[src/rtl/mult_pkg.sv]
// Shared definitions for the shift-add multiply sequencer.
// Holds the FSM state encoding, the default operand width, the fixed latency
// constants and the operand-magnitude helper.
package mult_pkg;

  localparam int WIDTH          = 32;
  localparam int CNT_W          = 6;
  localparam int LAT_UNSIGNED   = 33;
  localparam int LAT_SIGNED_NEG = 35;

  typedef enum logic [2:0] {
    IDLE   = 3'd0,
    RUN    = 3'd1,
    NEG_LO = 3'd2,
    NEG_HI = 3'd3,
    DONE   = 3'd4
  } state_e;

  // Absolute value for MULT operands. 0x80000000 maps onto itself, which is
  // the correct magnitude when the result is read as unsigned.
  function automatic logic [WIDTH-1:0] magnitude(input logic [WIDTH-1:0] x,
                                                 input logic             is_signed);
    return (is_signed && x[WIDTH-1]) ? (~x + 1'b1) : x;
  endfunction

endpackage

[src/rtl/mult_sequencer_if.sv]
// Request/result bundle between the execute stage (master) and the multiply
// sequencer (slave).
interface mult_sequencer_if;
  import mult_pkg::*;

  logic             start;
  logic             signed_op;
  logic [WIDTH-1:0] a;
  logic [WIDTH-1:0] b;
  logic             busy;
  logic             done;
  logic [WIDTH-1:0] hi;
  logic [WIDTH-1:0] lo;

  modport master (output start, signed_op, a, b,
                  input  busy, done, hi, lo);

  modport slave  (input  start, signed_op, a, b,
                  output busy, done, hi, lo);
endinterface

[src/rtl/mult_sequencer_adder.sv]
// The single WIDTH-bit adder shared by every addition the sequencer makes.
module mult_sequencer_adder #(
  parameter int WIDTH = 32
) (
  input  logic [WIDTH-1:0] op_a,
  input  logic [WIDTH-1:0] op_b,
  input  logic             cin,
  output logic [WIDTH-1:0] sum
);

  assign sum = op_a + op_b + {{(WIDTH-1){1'b0}}, cin};

endmodule

[src/rtl/mult_sequencer.sv]
// MIPS MULT/MULTU shift-add sequencer: one partial-product addition per cycle
// on a single shared adder, followed by an optional two-step negation of the
// 64-bit HI:LO result for signed operands of differing sign.
// Build option: define MULT_EARLY_TERM_EN to finish RUN as soon as the
// remaining multiplier bits are all zero.
module mult_sequencer import mult_pkg::*; #(
  parameter int WIDTH = 32,
  parameter int CNT_W = 6
) (
  input  logic             clk,
  input  logic             rst_n,
  mult_sequencer_if.slave  bus
);

  state_e           state_q, state_d;
  logic [CNT_W-1:0] cnt_q, cnt_d;
  logic [WIDTH-1:0] hi_q, hi_d;
  logic [WIDTH-1:0] lo_q, lo_d;
  logic [WIDTH-1:0] mcand_q, mcand_d;
  logic             neg_q, neg_d;
  logic             z_q, z_d;

  logic [WIDTH-1:0] add_a;
  logic [WIDTH-1:0] add_b;
  logic             add_cin;
  logic [WIDTH-1:0] add_sum;
  logic [WIDTH-1:0] partial;
  logic             carry;
`ifdef MULT_EARLY_TERM_EN
  logic             rem_zero;
`endif

  mult_sequencer_adder #(.WIDTH(WIDTH)) u_adder (
    .op_a (add_a),
    .op_b (add_b),
    .cin  (add_cin),
    .sum  (add_sum)
  );

  // Adder operand mux and the partial-product step seen in RUN.
  always_comb begin
    add_a   = hi_q;
    add_b   = mcand_q;
    add_cin = 1'b0;
    case (state_q)
      NEG_LO: begin
        add_a   = ~lo_q;
        add_b   = '0;
        add_cin = 1'b1;
      end
      NEG_HI: begin
        add_a   = ~hi_q;
        add_b   = '0;
        add_cin = z_q;
      end
      default: ;
    endcase
    partial = lo_q[0] ? add_sum : hi_q;
    carry   = lo_q[0] & (add_sum < hi_q);
`ifdef MULT_EARLY_TERM_EN
    // Multiplier bits not yet consumed sit in lo[cnt-1:0].
    rem_zero = ((lo_q & ~({WIDTH{1'b1}} << cnt_q)) == '0);
`endif
  end

  // Next-state and datapath update for the sequencer FSM.
  always_comb begin
    state_d = state_q;
    cnt_d   = cnt_q;
    hi_d    = hi_q;
    lo_d    = lo_q;
    mcand_d = mcand_q;
    neg_d   = neg_q;
    z_d     = z_q;
    case (state_q)
      IDLE: begin
        if (bus.start) begin
          mcand_d = magnitude(bus.a, bus.signed_op);
          lo_d    = magnitude(bus.b, bus.signed_op);
          hi_d    = '0;
          cnt_d   = CNT_W'(WIDTH);
          neg_d   = bus.signed_op & (bus.a[WIDTH-1] ^ bus.b[WIDTH-1]);
          state_d = RUN;
        end
      end
      RUN: begin
`ifdef MULT_EARLY_TERM_EN
        if (rem_zero) begin
          // No further additions can occur: apply all remaining shifts at once.
          {hi_d, lo_d} = {hi_q, lo_q} >> cnt_q;
          cnt_d        = '0;
          state_d      = neg_q ? NEG_LO : DONE;
        end else
`endif
        begin
          hi_d  = {carry, partial[WIDTH-1:1]};
          lo_d  = {partial[0], lo_q[WIDTH-1:1]};
          cnt_d = cnt_q - 1'b1;
          if (cnt_q == CNT_W'(1)) begin
            state_d = neg_q ? NEG_LO : DONE;
          end
        end
      end
      NEG_LO: begin
        lo_d    = add_sum;
        z_d     = (lo_q == '0);
        state_d = NEG_HI;
      end
      NEG_HI: begin
        hi_d    = add_sum;
        state_d = DONE;
      end
      DONE: begin
        state_d = IDLE;
      end
      default: begin
        state_d = IDLE;
      end
    endcase
  end

  // State and datapath registers; reset aborts any operation in flight.
  always_ff @(posedge clk or negedge rst_n) begin
    if (!rst_n) begin
      state_q <= IDLE;
      cnt_q   <= '0;
      hi_q    <= '0;
      lo_q    <= '0;
      mcand_q <= '0;
      neg_q   <= 1'b0;
      z_q     <= 1'b0;
    end else begin
      state_q <= state_d;
      cnt_q   <= cnt_d;
      hi_q    <= hi_d;
      lo_q    <= lo_d;
      mcand_q <= mcand_d;
      neg_q   <= neg_d;
      z_q     <= z_d;
    end
  end

  assign bus.busy = (state_q == RUN) || (state_q == NEG_LO) || (state_q == NEG_HI);
  assign bus.done = (state_q == DONE);
  assign bus.hi   = hi_q;
  assign bus.lo   = lo_q;

endmodule

[src/flat_wrapper.sv]
// flat-port wrapper written by rule: the top's interface ports become plain ports
module mult_sequencer_flat import mult_pkg::*;
#(
  parameter int WIDTH = 32,
  parameter int CNT_W = 6
)
  (clk, rst_n, bus_start, bus_signed_op, bus_a, bus_b, bus_busy, bus_done, bus_hi, bus_lo);
  mult_sequencer_if bus_i ();
  input  logic clk;
  input  logic rst_n;
  input wire logic [$bits(bus_i.start)-1:0] bus_start;
  input wire logic [$bits(bus_i.signed_op)-1:0] bus_signed_op;
  input wire logic [$bits(bus_i.a)-1:0] bus_a;
  input wire logic [$bits(bus_i.b)-1:0] bus_b;
  output wire logic [$bits(bus_i.busy)-1:0] bus_busy;
  output wire logic [$bits(bus_i.done)-1:0] bus_done;
  output wire logic [$bits(bus_i.hi)-1:0] bus_hi;
  output wire logic [$bits(bus_i.lo)-1:0] bus_lo;
  assign bus_i.start = bus_start;
  assign bus_i.signed_op = bus_signed_op;
  assign bus_i.a = bus_a;
  assign bus_i.b = bus_b;
  assign bus_busy = bus_i.busy;
  assign bus_done = bus_i.done;
  assign bus_hi = bus_i.hi;
  assign bus_lo = bus_i.lo;
  mult_sequencer #(.WIDTH(WIDTH), .CNT_W(CNT_W)) u_core (.clk(clk), .rst_n(rst_n), .bus(bus_i));
endmodule
[config.mk]
export PLATFORM = sky130hd
export DESIGN_NAME = mult_sequencer_flat
export DESIGN_NICKNAME = d
export VERILOG_FILES = /design/src/rtl/mult_pkg.sv /design/src/rtl/mult_sequencer_if.sv /design/src/rtl/mult_sequencer_adder.sv /design/src/rtl/mult_sequencer.sv /design/src/flat_wrapper.sv
export SDC_FILE = /design/constraint.sdc
export NUM_CORES = 1
export LEC_CHECK = 0
export CORE_MARGIN = 2
export CORE_UTILIZATION = 45
export DETAILED_ROUTE_END_ITERATION = 16
export GPL_TIMING_DRIVEN = 1
export PLACE_DENSITY = 0.63
export SKIP_CTS_REPAIR_TIMING = 1
export SLEW_MARGIN = 20
export SYNTH_ARGS = -nofsm -noshare
export SYNTH_HDL_FRONTEND = slang
export SYNTH_HIERARCHICAL = 1
export SYNTH_SLANG_ARGS = --single-unit
[constraint.sdc]
create_clock -name clk -period 14.2 [get_ports clk]
set_input_delay 1.42 -clock clk [delete_from_list [all_inputs] [get_ports clk]]
set_output_delay 1.42 -clock clk [all_outputs]
set_load 0.02 [all_outputs]
==> results of run 1 <==
area by class of cell:
class / instances / area [um^2] / share of cell area
multi-input cells: 1044 / 6970 / 0.586
inverters: 47 / 176 / 0.0148
well taps: 280 / 350 / 0.0294
repair buffers: 146 / 1430 / 0.120
flip-flops and latches: 107 / 2680 / 0.225
clock buffers: 10 / 229 / 0.0192
clock inverters: 6 / 66.3 / 0.00557
per-layer routing:
layer  track usage  part of all wire  up-vias
li1              -                 -     4848
met5             0                 0        -
met3        0.0333             0.068       38
met1         0.406              0.48     4676
met2         0.399              0.43      445
met4        0.0806             0.020        0
cell families (layout without fill, tap and decap cells):
logic type | count (synthesis) | after routing | share of synthesized area
buf+inv | 122 | 209 | 0.0466
xor+xnor | 71 | 71 | 0.0616
compound gates | 378 | 378 | 0.239
fa+ha+maj | 67 | 67 | 0.0845
flops | 107 | 107 | 0.265
simple gates | 454 | 454 | 0.226
mux | 74 | 74 | 0.0772
worst max-delay path, cell delays in order (launching register included):
cell,delay (ns)
dfrtp_1,0.70
nand2b_2,0.22
buf_4,0.64
o21ai_0,0.28
fa_1,0.52
fa_1,0.41
a21oi_1,0.30
o2111ai_1,0.20
nand2_2,0.17
o22ai_2,0.11
a211oi_2,0.42
o32ai_1,0.15
xor2_1,0.32
ha_1,0.33
a21oi_1,0.13
nand2_1,0.07
a221o_1,0.34
a211o_1,0.22
o221ai_1,0.16
stage by stage:
stage	cells	setup WS [ns]
floorplan	1273	9.20
global placement	1624	8.60
detailed placement	1624	8.41
CTS	1640	8.40
global route	1640	7.88
finish	1640	8.39
cell usage after synthesis, types with 3 or more instances:
cell | number | area share
o21a_1 | 3 | 0.0022
a21oi_1 | 125 | 0.062
a2111oi_0 | 3 | 0.0026
and2_1 | 39 | 0.024
o21ai_1 | 4 | 0.0020
a21o_1 | 10 | 0.0074
buf_1 | 9 | 0.0033
a221oi_1 | 10 | 0.0087
nor3b_1 | 11 | 0.0082
o2111ai_1 | 9 | 0.0078
dfrtp_1 | 107 | 0.27
o211ai_1 | 10 | 0.0074
xor2_1 | 45 | 0.039
and3_1 | 6 | 0.0037
o22a_1 | 5 | 0.0043
o21ai_0 | 106 | 0.053
o22ai_1 | 5 | 0.0031
a211oi_1 | 5 | 0.0037
xnor2_1 | 26 | 0.023
ha_1 | 65 | 0.081
buf_2 | 4 | 0.0020
nand4_1 | 18 | 0.011
nand2_1 | 132 | 0.049
or2_2 | 3 | 0.0019
nor2b_1 | 5 | 0.0031
a31oi_1 | 15 | 0.0093
nand3_1 | 27 | 0.013
clkbuf_1 | 61 | 0.023
nor2_1 | 116 | 0.043
nand2b_1 | 8 | 0.0050
mux2i_1 | 43 | 0.043
o31ai_1 | 17 | 0.013
a222oi_1 | 15 | 0.015
o41ai_1 | 6 | 0.0052
mux2_2 | 31 | 0.035
or3_1 | 7 | 0.0043
nor3_1 | 24 | 0.012
nor4_1 | 29 | 0.018
or4_1 | 4 | 0.0030
inv_1 | 47 | 0.017
nand3b_1 | 3 | 0.0022
registers in the layout (all words and copies together) (netlist names):
signal / flops
u_core/cnt_q: 6
u_core/neg_q: 1
u_core/bus.hi: 32
u_core/bus.lo: 32
u_core/state_q: 3
u_core/mcand_q: 32
u_core/z_q: 1
worst min-delay path by stage:
stage                             from                  to  slack [ns]  cells after the start
floorplan                 u_core/neg_q        u_core/neg_q        0.43                      2
global placement          u_core/neg_q        u_core/neg_q        0.45                      2
detailed placement        u_core/neg_q        u_core/neg_q        0.45                      2
CTS                       u_core/neg_q        u_core/neg_q        0.46                      2
global route        u_core/mcand_q[11]  u_core/mcand_q[11]        0.51                      2
finish                    u_core/neg_q        u_core/neg_q        0.46                      2
==> reports/metrics.cfg, run 1 <==
[route]
wl_per_cell_um = 19.4
firstDrtPassIters = 7
vias_per_cell = 6.10
antenna_left = 0
totalWireLength_um = 31900
drc = 0
via_count = 10000
drtIter0Drc = 982

[synth]
ys_seq_elements = 107
syn_inst = 1273
synth_edf_count = 0
syn-num-nets = 1408
ys_async_sr_fraction = 1.00
ys_seq_area_frac = 0.265
ys_types = 84
syn-cell-area_um2 = 10100
syn_avg_cell_area_um2 = 7.94
ys.flop_type = dfrtp_1
synth_warnings = 6

[die]
die_x_um = 154
num_io_pins = 134
core_area_um2 = 22000
rows = 54
start_util = 0.460
die_h_um = 154
dieArea_um2 = 23700

[layout]
syn_to_final_growth_pct = 17.8
nFillCells = 2076
final_nets = 1490
final_cell_mix = clkdlybuf4s50_1, nand2_1, a21oi_1
drive_above_1_share = 0.0662
final_common_cell = clkdlybuf4s50_1
final_area_um2 = 11900
postLayoutCoreUtil = 0.542
antennaDiodeCount = 0

[worst_setup_path]
startpoint = u_core/state_q[2]
cp.required_ns = 14.47
crit_arrival_ns = 6.07
r2r_slack_ns = 8.39
crit_fanout = 100
rr_endpoint = u_core/bus.hi[31]
critPathKind = reg -> reg
worstSetupEndpointType = flop
crit_path_end = u_core/bus.hi[31]
r2r_start = u_core/state_q[2]
startpoint_type = flop
worst-r2r-cell-count = 18

[placed_design]
hpwl_um = 23600
place_area_um2 = 11600
place.gp.congestion = 0.904
port_buffers = 133

[sta]
skew_ns = 0.0111
min_period_ns = 5.81
fmax_mhz = 172
hold_viol = 0
slew_viol_final = 0
maxSlewHeadroom = 0.383
setup_viol = 0
worst_slew_pin_slew_ns = 0.914
grt_setup_unrepaired = no
fin_crit_sh = 0.409
fin_hold_ws_ns = 0.464
fin_setup_tns_ns = 0

[grt]
antenna_found_initial = 0
grt_pass1_wl_um = 50700
grt_max_degree = 101
grt_pass1_vias = 9033
grt_remaining_overflow = 0
grtUsageTotal = 0.268

[clocking]
numCtsBuffers = 9
clk_latency_ns = 0.36
root_buffer = clkbuf_16
clk_path_buf_depth = 2
tritoncts = done
cts.clk_slew.worst_paths_ns = 0.08
htree_levels = 3
cts_num_sinks = 107

[run]
maxCapViolCount = 0

[outcome]
status = completed

[min_path]
hold_class = reg -> reg

Power of run 1 is left out: the tool's default activity adds up to more than one toggle a clock period on the data nets, which glitch-free logic cannot reach.
==> inputs of run 2 (changes only) <==
==> constraint.sdc (replaced) <==
create_clock -name clk -period 5.35 [get_ports clk]
set_input_delay 0.535 -clock clk [delete_from_list [all_inputs] [get_ports clk]]
set_output_delay 0.535 -clock clk [all_outputs]
set_load 0.02 [all_outputs]
==> run 2 against run 1 <==
Against the previous run:
- worst hold slack lost 0.21 ns
- critical path depth decreased by 1
- sequential cell count did not move
- via count up 1.4%
- die area stayed put
- non-clock buffer count rose by 6
- routed wire length is 1.7% higher
- maximum frequency grew 16%
- first-iteration DRC count grew 11%
- final cell count grew 0.37%
==> reports/metrics.cfg, run 2 (synthesized netlist as in run 1, its figures left out) <==
[worst_setup_path]
worst-r2r-cell-count = 17  ; -1
crit_arrival_ns = 5.25  ; -0.82 ns
startpoint_type = flop
rr_endpoint = u_core/bus.hi[31]
r2r_start = u_core/state_q[0]
critPathKind = reg -> reg
worstSetupEndpointType = flop
crit_fanout = 11  ; -89%
cp.required_ns = 5.57  ; -8.90 ns
r2r_slack_ns = 0.33  ; -8.07 ns

[sta]
maxSlewHeadroom = 0.232  ; -0.151
fmax_mhz = 199  ; +16%
slew_viol_final = 0  ; unchanged
setup_viol = 0  ; unchanged
worst_slew_pin_slew_ns = 1.15  ; +0.233 ns
skew_ns = 0.0148  ; +0.00372 ns
hold_viol = 0  ; unchanged
min_period_ns = 5.02  ; -0.783 ns
grt_setup_unrepaired = no
fin_setup_tns_ns = 0  ; unchanged
fin_crit_sh = 0.939  ; +0.530

[route]
drtIter0Drc = 1092  ; +11%
vias_per_cell = 6.17  ; +1.1%
wl_per_cell_um = 19.7  ; +1.3%
antenna_left = 0  ; unchanged
totalWireLength_um = 32400  ; +1.7%
via_count = 10200  ; +1.4%
drc = 0  ; unchanged
firstDrtPassIters = 7  ; unchanged

[run]
maxCapViolCount = 0  ; unchanged

[layout]
antennaDiodeCount = 0  ; unchanged
final_nets = 1496  ; +0.40%
drive_above_1_share = 0.0710  ; +0.00483
syn_to_final_growth_pct = 18.7
final_cell_mix = clkdlybuf4s50_1, nand2_1, a21oi_1
final_common_cell = clkdlybuf4s50_1

[grt]
grtUsageTotal = 0.270  ; +0.00150
grt_max_degree = 79  ; -22%
grt_pass1_vias = 9237  ; +2.3%
antenna_found_initial = 0  ; unchanged
grt_remaining_overflow = 0  ; unchanged
grt_pass1_wl_um = 51100  ; +0.69%

[clocking]
clk_latency_ns = 0.36  ; about the same
root_buffer = clkbuf_16
tritoncts = done
htree_levels = 3  ; unchanged
cts_num_sinks = 107  ; unchanged
numCtsBuffers = 9  ; unchanged
cts.clk_slew.worst_paths_ns = 0.08  ; about the same
clk_path_buf_depth = 2  ; unchanged

[min_path]
hold_class = in -> async

[placed_design]
port_buffers = 133  ; unchanged
hpwl_um = 24200  ; +2.6%
place.gp.congestion = 0.906  ; +0.24%

[die]
rows = 54  ; unchanged
core_area_um2 = 22000  ; unchanged
start_util = 0.460  ; unchanged
dieArea_um2 = 23700  ; unchanged
num_io_pins = 134  ; unchanged
die_x_um = 154  ; unchanged
die_h_um = 154  ; unchanged

[outcome]
status = completed

## run 2: cell count changes in the layout (fill, tap and decap cells not counted), sizes merged
| cell | change |
|---|---|
| inv | +1 |
| bufinv | +1 |
| clkinv | -1 |
| clkbuf | +2 |
| buf | +6 |
| clkinvlp | -3 |
## run 2: worst max-delay path by stage
| stage | from | endpoint | slack (ns) | depth (start not counted) |
|---|---|---|---|---|
| final | u_core/state_q[0] | u_core/bus.hi[31] | 0.33 | 17 |
| after global routing | u_core/state_q[0] | u_core/bus.hi[31] | 0.01 | 17 |
| after CTS | u_core/state_q[0] | u_core/bus.hi[31] | 0.27 | 17 |
| after detailed placement | u_core/state_q[0] | u_core/bus.hi[31] | 0.29 | 17 |
| after global placement | u_core/state_q[0] | u_core/bus.hi[31] | 0.53 | 17 |
| after floorplan | u_core/bus.lo[0] | u_core/bus.hi[31] | 0.35 | 19 |
## run 2: layer usage
| metal | vias to the layer above | share of wire | track usage | wire length [um] |
|---|---|---|---|---|
| li1 | 4863 | - | - | - |
| met1 | 4792 | 0.47 | 0.407 | 15200 |
| met2 | 464 | 0.43 | 0.408 | 14100 |
| met3 | 32 | 0.081 | 0.0318 | 2620 |
| met4 | 0 | 0.016 | 0.0717 | 522 |
| met5 | - | 0 | 0 | 0 |
## run 2: metrics by stage
stage,std cells,hold slack [ns],utilization,cell area (um^2),setup slack (ns)
after CTS,1646,0.287,0.546,12000,0.273
after detailed placement,1630,0.459,0.530,11600,0.290
final,1646,0.252,0.546,12000,0.327
after global routing,1646,0.327,0.546,12000,0.0149
after global placement,1630,0.452,0.530,11600,0.529
after floorplan,1273,0.239,-,10100,0.349
## run 2: cell type report
cell class / count / area (um^2)
repair buffers: 152 / 1470
fillers: 2093 / 9960
inverters: 47 / 176
clock buffers: 12 / 267
clock inverters: 4 / 80.1
flip-flops and latches: 107 / 2680
multi-input cells: 1044 / 6970
well taps: 280 / 350
## run 2: worst max-delay path, cell delays in order (launching register included)
cell      delay [ns]
dfrtp_1         0.58
buf_4           0.27
mux2_2          0.34
o21ai_0         0.35
ha_1            0.32
a211oi_1        0.36
o211ai_2        0.14
nand4_1         0.20
a31oi_4         0.17
a211oi_4        0.36
nor3_1          0.07
or3_1           0.44
ha_1            0.34
nand4_1         0.16
nor4_1          0.41
nand2_1         0.09
a31oi_1         0.15
o221ai_1        0.12
Power of run 2 is left out for the same reason.
